`src/rtl/a5_init_sequencer.sv`:
```
// A5/1 initialisation sequencer: clears three external LFSRs, serially loads key and
// frame number, runs majority-clocked mixing, then streams keystream bits with backpressure.
module a5_init_sequencer #(
  parameter int KEY_BITS   = 64,
  parameter int FRAME_BITS = 22,
  parameter int MIX_CYCLES = 101,
  parameter int KS_BITS    = 228
) (
  input  logic                  clk,
  input  logic                  reset_n,
  input  logic                  start,
  input  logic [KEY_BITS-1:0]   key,
  input  logic [FRAME_BITS-1:0] frame,
  input  logic [2:0]            lfsr_clk_bit,
  input  logic [2:0]            lfsr_q,
  output logic                  lfsr_reset_n,
  output logic                  lfsr_d,
  output logic [2:0]            lfsr_clk_en,
  output logic                  busy,
  output logic                  ks_bit,
  output logic                  ks_valid,
  input  logic                  ks_ready,
  output logic                  done
);

  localparam int M1    = (KEY_BITS > FRAME_BITS) ? KEY_BITS : FRAME_BITS;
  localparam int M2    = (MIX_CYCLES > KS_BITS) ? MIX_CYCLES : KS_BITS;
  localparam int MAXN  = (M1 > M2) ? M1 : M2;
  localparam int CW    = $clog2(MAXN);
  localparam int CNT_W = (CW < 8) ? 8 : CW;

  typedef enum logic [2:0] {
    IDLE  = 3'd0,
    CLEAR = 3'd1,
    KEY   = 3'd2,
    FRAME = 3'd3,
    MIX   = 3'd4,
    KS    = 3'd5
  } state_t;

  state_t                  state;
  logic [CNT_W-1:0]        cnt;
  logic [KEY_BITS-1:0]     key_q;
  logic [FRAME_BITS-1:0]   frame_q;
  logic [KEY_BITS-1:0]     key_sh;
  logic [FRAME_BITS-1:0]   frame_sh;
  logic                    maj;
  logic [2:0]              maj_en;

  // Shifting instead of bit-selecting keeps the counter free to be wider than the index.
  assign key_sh   = key_q >> cnt;
  assign frame_sh = frame_q >> cnt;

  assign maj = (lfsr_clk_bit[0] & lfsr_clk_bit[1]) |
               (lfsr_clk_bit[0] & lfsr_clk_bit[2]) |
               (lfsr_clk_bit[1] & lfsr_clk_bit[2]);

  for (genvar i = 0; i < 3; i++) begin : g_maj
    assign maj_en[i] = lfsr_clk_bit[i] ~^ maj;
  end

  assign ks_bit = ^lfsr_q;

  always_comb begin
    lfsr_clk_en = 3'b000;
    lfsr_d      = 1'b0;
    case (state)
      KEY: begin
        lfsr_clk_en = 3'b111;
        lfsr_d      = key_sh[0];
      end
      FRAME: begin
        lfsr_clk_en = 3'b111;
        lfsr_d      = frame_sh[0];
      end
      MIX:     lfsr_clk_en = maj_en;
      KS:      lfsr_clk_en = ks_ready ? maj_en : 3'b000;
      default: lfsr_clk_en = 3'b000;
    endcase
  end

  always_ff @(posedge clk) begin
    if (!reset_n) begin
      state        <= IDLE;
      cnt          <= '0;
      key_q        <= '0;
      frame_q      <= '0;
      busy         <= 1'b0;
      ks_valid     <= 1'b0;
      done         <= 1'b0;
      lfsr_reset_n <= 1'b1;
    end else begin
      done         <= 1'b0;
      lfsr_reset_n <= 1'b1;
      case (state)
        IDLE: begin
          if (start) begin
            key_q        <= key;
            frame_q      <= frame;
            cnt          <= '0;
            busy         <= 1'b1;
            lfsr_reset_n <= 1'b0;
            state        <= CLEAR;
          end
        end
        CLEAR: begin
          cnt   <= '0;
          state <= KEY;
        end
        KEY: begin
          if (cnt == CNT_W'(KEY_BITS - 1)) begin
            cnt   <= '0;
            state <= FRAME;
          end else begin
            cnt <= cnt + CNT_W'(1);
          end
        end
        FRAME: begin
          if (cnt == CNT_W'(FRAME_BITS - 1)) begin
            cnt   <= '0;
            state <= MIX;
          end else begin
            cnt <= cnt + CNT_W'(1);
          end
        end
        MIX: begin
          if (cnt == CNT_W'(MIX_CYCLES - 1)) begin
            cnt      <= '0;
            ks_valid <= 1'b1;
            state    <= KS;
          end else begin
            cnt <= cnt + CNT_W'(1);
          end
        end
        KS: begin
          if (ks_ready) begin
            if (cnt == CNT_W'(KS_BITS - 1)) begin
              cnt      <= '0;
              ks_valid <= 1'b0;
              busy     <= 1'b0;
              done     <= 1'b1;
              state    <= IDLE;
            end else begin
              cnt <= cnt + CNT_W'(1);
            end
          end
        end
        default: begin
          cnt      <= '0;
          busy     <= 1'b0;
          ks_valid <= 1'b0;
          state    <= IDLE;
        end
      endcase
    end
  end

endmodule

```
`config.mk`:
```
export PLATFORM = sky130hd
export DESIGN_NAME = a5_init_sequencer
export DESIGN_NICKNAME = d
export VERILOG_FILES = /design/src/rtl/a5_init_sequencer.sv
export SDC_FILE = /design/constraint.sdc
export NUM_CORES = 1
export LEC_CHECK = 0
export BUFFER_PORTS_ARGS = -buffer_cell sky130_fd_sc_hd__buf_2
export CORE_AREA = 2 2 115 117
export CTS_BUF_LIST = sky130_fd_sc_hd__clkbuf_4 sky130_fd_sc_hd__clkbuf_8
export CTS_CLUSTER_SIZE = 40
export DETAILED_ROUTE_END_ITERATION = 16
export DIE_AREA = 0 0 117 119
export PLACE_DENSITY = 0.69
export SYNTH_ARGS = -nofsm -noshare
export SYNTH_HDL_FRONTEND = slang
export SYNTH_SLANG_ARGS = --single-unit
```
`constraint.sdc`:
```
create_clock -name clk -period 1.9 [get_ports clk]
set_clock_uncertainty 0.05 [all_clocks]
set_input_delay 0.38 -clock clk [delete_from_list [all_inputs] [get_ports clk]]
set_output_delay 0.38 -clock clk [all_outputs]
set_load 0.02 [all_outputs]
```
# [After elaboration in Yosys (flattened, before gate mapping)]
# Cells that the tools add are included.
[totals] rom_bits=0 latchBits=0 inputBits=96 memories=0 mem_bits_rw=0 output_inout_bits=9 register_bits=101
[op_classes] reduce_logical=12 shift=2 eq_ne=15 div_mod_pow=0 n_lt_le_gt_ge=0 n_mux=25 multipliers=0 bitwise_logic=10 n_addsub=1
[ops] op="right shift 64 x 8 -> 1 bit" n=1
[ops] op="2-to-1 mux 8 bit" n=6
[ops] op="case mux 8 bit (5 select lines)" n=1
[ops] op="right shift 22 x 8 -> 1 bit" n=1
[ops] op="2-to-1 mux 3 bit" n=7
[ops] op="case mux 3 bit (6 select lines)" n=1
[ops] op="!= test 2 bit (second input constant)" n=6
[ops] op="case mux 3 bit (3 select lines)" n=1
[ops] op="adder 8 x 1 -> 8 bit (second input constant)" n=1
[ops] op="== test 8 x 5 -> 1 bit (second input constant)" n=1
[ops] op="== test 8 x 6 -> 1 bit (second input constant)" n=1
[ops] op="== test 8 x 7 -> 1 bit (second input constant)" n=1
[ops] op="== test 8 bit (second input constant)" n=1
[ops] op="AND reduction 4 bit" n=2
[ops] op="OR reduction 4 bit" n=2
[ops] op="== test 3 x 2 -> 1 bit (second input constant)" n=2
[ops] op="== test 3 bit (second input constant)" n=2
[ops] op="2-to-1 mux 1 bit" n=6
[ops] op="case mux 1 bit (3 select lines)" n=2
[ops] op="AND reduction 2 bit" n=3
[ops] op="AND reduction 6 bit" n=1
[ops] op="AND 1 bit" n=3
[ops] op="== test 3 x 1 -> 1 bit (second input constant)" n=1
[ops] op="zero test 3 bit" n=1
[ops] op="7 further kinds" n=11

# [Longest topological paths before layout]
[logic_depth] depth_word=6 depth_mapped=9 ltp_nobuf=7

# [Least setup slack after synthesis]
# No wires, ideal clock.
[synth_path] path_kind="register -> output" from="register cnt[0]" to="output port lfsr_d" stages_incl_launch_ff=8 path_slack_ns=-0.292 t_arrival_ns=1.762 required_time_ns=1.470 n_path_buf=2 cell_sequence="dfxtp_1 buf_6 buf_4 inv_1 mux2i_1 o311ai_0 nand3_1 a311oi_2"
[synth_between] elab_chain_cells=2 word_cells_on_any_way=3 cone_classes="shift (2); mux (1)"
[synth_lines] item="start, declared" line="42" source="logic [CNT_W-1:0] cnt;"
[synth_lines] item="start signal, assigned" line="115" source="cnt <= cnt + CNT_W'(1);"
[synth_lines] item="start signal, assigned" line="123" source="cnt <= cnt + CNT_W'(1);"
[synth_lines] item="start signal, assigned" line="132" source="cnt <= cnt + CNT_W'(1);"
[synth_lines] item="right shift 64 x 8 -> 1 bit / right shift 22 x 8 -> 1 bit (equally long branches)" line="51, 52"
[synth_lines] item="case mux 1 bit (2 select lines) *" line="67" source="case (state)"
[synth_lines] item="end, declared" line="17" source="output logic lfsr_d,"
# Mark *: on every way between the ends. The rest lies on a longest branch, timed or not.

# [Worst setup path in the final report]
# Ends and elaborated chain as after synthesis.

==> summary.md <==
| Metric | Value |
|---|---|
| Final net count | `813` |
| Wl on met1 | `6147 µm` |
| Vias per inst | `5.048` |
| H-tree depth | `3` |
| Antenna Nets Post-Route | `0` |
| HP Start | `key[14]` |
| Mux cell area share after synthesis | `11.83%` |
| FF-to-FF Start | `cnt[0]$_SDFFE_PN0P_` |
| WL/cell | `15.77 µm` |
| Initial detailed-routing violation count | `279` |
| Worst-case clock buffer depth | `2` |
| PwrDens | `1086 nW/µm²` |
| Path depth of the worst reg2reg path | `11` |
| Distinct cells, synth | `48` |
| Max Fclk | `368.8 MHz` |
| Clock sink count | `101` |
| Mapped cell area | `4994 µm²` |
| Synthesized flop and latch total | `101` |
| GP Congestion | `0.8288` |
| Initial Util | `38.79%` |
| CTS clk-pin slew, worst paths | `0.10 ns` |
| Met3 WL | `673 µm` |
| Fin crit period | `2.711 ns` |
| R2r endpoint | `cnt[4]$_SDFFE_PN0P_` |
| Die area | `13920 µm²` |
| Synth Area in Adders | `1.253%` |
| Synth Flop Type | `dfxtp_1` |
| Area Growth Syn to Fin | `38.91%` |
| Most frequent cells in the layout | `nand2_1 (184), buf_2 (100), dfxtp_1 (94)` |
| Die W | `117 µm` |
| HPWL Detailed | `8863 µm` |
| Final WL | `14060 µm` |
| Synth Area in Compound Gates | `17.71%` |
| Maximum vdd drop | `477.1 µV` |
| Die Y | `119 µm` |
| Via count | `4503` |
| ANT cells | `0` |
| Main combinational cell family by area after synthesis | `simple AND/OR/NAND/NOR gates` |
| Max Fanout on Critical Path | `6` |
| Slew headroom | `71.97%` |
| XOR/XNOR Fraction of Synth Area | `1.579%` |
| Pwr Total | `7.536 mW` |
| CTS Buf Count | `9` |
| Final setup fails | `16` |
| Gr usage total | `19.97%` |
| Via count of the first global-routing pass | `4514` |
| Worst-margin pin slew | `0.4205 ns` |
| I/O pin total | `105` |
| Crit end category | `output port` |
| Worst setup margin | `-0.8114 ns` |
| Status | `finished with violations` |
| Post-Layout Inst Area | `6937 µm²` |
| Row cnt | `42` |
| Post-Syn Nets | `662` |
| Syn Area/Cell | `8.901 µm²` |
| Metal2 WL | `6975 µm` |
| Synth async-reset ratio | `0%` |
| Synthesized instance count | `561` |
| Hold Buf Count CTS | `0` |
| CP arrival | `2.28 ns` |
| Synth Warn # | `0` |
| Slew Viols, Final | `0` |
| Post-Synth Simple-Gate Area | `22.33%` |
| Max-capacitance violation count | `0` |
| Failing checks | `setup timing` |
| Drc violations | `0` |
| CTS tree | `done` |
| R2r setup slk | `-0.24 ns` |
| Worst setup SP type | `register` |
| Final worst-path cycle share | `142.7%` |
| GRT overflow | `0` |
| Most common cell after layout, fill and taps aside | `nand2_1` |
| Hold Path End | `key_q[14]$_SDFFE_PN0P_` |
| Register area share after synthesis | `40.49%` |
| DRT Pass-1 Iters | `4` |
| Placed cell count | `848` |
| Highest Signal Layer | `met4` |
| Initial antenna violation count | `0` |
| Share of layout cells above drive strength 1 | `37.43%` |
| Placed inst area | `5996 µm²` |
| Port Buffer Count | `104` |
| Fillers | `1133` |
| Hold Path Class | `primary input to register` |
| Root Buffer | `clkbuf_8` |
| Final Hold Viols | `0` |
| Total core area | `12870 µm²` |
| WHS Path Cells | `3` |
| Non-filler instance count after layout | `892` |
| Worst skew pair latency | `0.38 ns` |
| Largest net degree at the start of global routing | `70` |
| Number of synthesized flops with an enable pin | `0` |
| RSZ-0062 raised after global routing | `true` |
| Pleak | `2.872 nW` |
| First-pass GRT wire length | `21770 µm` |
| Kind of critical path | `register to output port` |
| CP required | `1.47 ns` |
[cell families after synthesis]
| logic type | Yosys count |
|---|---|
| adder cells (fa/ha/maj) | 5 |
| AND/OR/NAND/NOR | 249 |
| XOR/XNOR | 9 |
| multiplexers | 31 |
| buffers and inverters | 48 |
| flip-flops | 101 |
| AO/OA/AOI/OAI | 118 |
[per-layer routing]
layer  vias up  GRT usage [%]
met1      2155          25.13
met4         0          7.647
met3        18          4.529
li1       2219              -
met2       111          33.02
met5         -              0
[Yosys cell counts, types with 3 or more instances]
cell      instances  share of area, %
a211oi_1          4              0.60
a21boi_0         88                13
a21oi_1           6              0.60
and2_1            3              0.38
and3_1            6              0.75
and3b_1           3              0.53
buf_2            12               1.2
buf_4             8               1.2
clkbuf_1         17               1.3
dfxtp_1         101                40
ha_1              5               1.3
inv_1             7              0.53
mux2i_1          11               2.2
mux4_1           11               5.8
mux4_2            8               3.6
nand2_1         188                14
nand4_1           6              0.75
nor2_1           17               1.3
nor2b_1           5              0.63
nor3_1            3              0.30
nor3b_1           5              0.75
o21a_1            4              0.60
o21ai_0           4              0.40
xnor2_1           6               1.1
xor2_1            3              0.53
[power by group]
part | switching (mW) | total (mW) | internal, mW | leakage (nW)
Clock | 0.734 | 1.37 | 0.631 | 0.0966
Sequential | 0.226 | 2.72 | 2.50 | 0.830
Combinational | 1.68 | 3.45 | 1.77 | 1.94
Total | 2.64 | 7.54 | 4.90 | 2.87
[state kept, by name, summed over array words and instances (netlist names)]
name and cells:
busy 1, cnt 8, done 1, frame_q 22
key_q 64, ks_valid 1, lfsr_reset_n 1, state 3
[layout make-up]
type	instances	area, µm²	area share (%)
clock buffer	11	138.9	2.002
clock inverter	4	48.80	0.7035
inverter	7	28.78	0.4149
multi-input combinational	412	2989	43.09
sequential	101	2038	29.38
tap	176	220.2	3.175
timing repair buffer	181	1473	21.23
[stage by stage]
stage          setup TNS [ns]  hold slack (ns)  util (%)  setup WS (ns)
2_1_floorplan         -0.1095           0.3886         -        -0.1095
3_3_place_gp           -3.193           0.4003     46.57        -0.4366
3_5_place_dp           -3.723           0.4037     46.57        -0.4311
4_1_cts                -10.18           0.1626     52.56        -0.8524
5_1_grt                -5.664           0.1627     53.88        -0.9170
6_report               -4.152           0.1797     53.88        -0.8114
[repair_timing]
action                                  CTS  global route
cloned                                    5             3
pin swaps                                17            12
endpoints found under the setup margin   18           104
gates resized for setup                 135            28
setup buffers                            21             5
[worst max path at each step]
stage / start / to / slack [ns]
finish: cnt[0]$_SDFFE_PN0P_ / lfsr_d / -0.81
global route: cnt[0]$_SDFFE_PN0P_ / lfsr_d / -0.92
CTS: cnt[0]$_SDFFE_PN0P_ / lfsr_d / -0.85
detailed placement: cnt[0]$_SDFFE_PN0P_ / lfsr_d / -0.43
global placement: cnt[0]$_SDFFE_PN0P_ / lfsr_d / -0.44
floorplan: cnt[1]$_SDFFE_PN0P_ / lfsr_d / -0.11
[critical path: stages (launching register included)]
cell	delay (ns)
dfxtp_4	0.41
buf_4	0.12
mux4_2	0.52
a2111oi_4	0.33
a211oi_2	0.12
o211ai_1	0.17
a311oi_4	0.08
buf_6	0.16
Power figures use the tool's default switching activity.
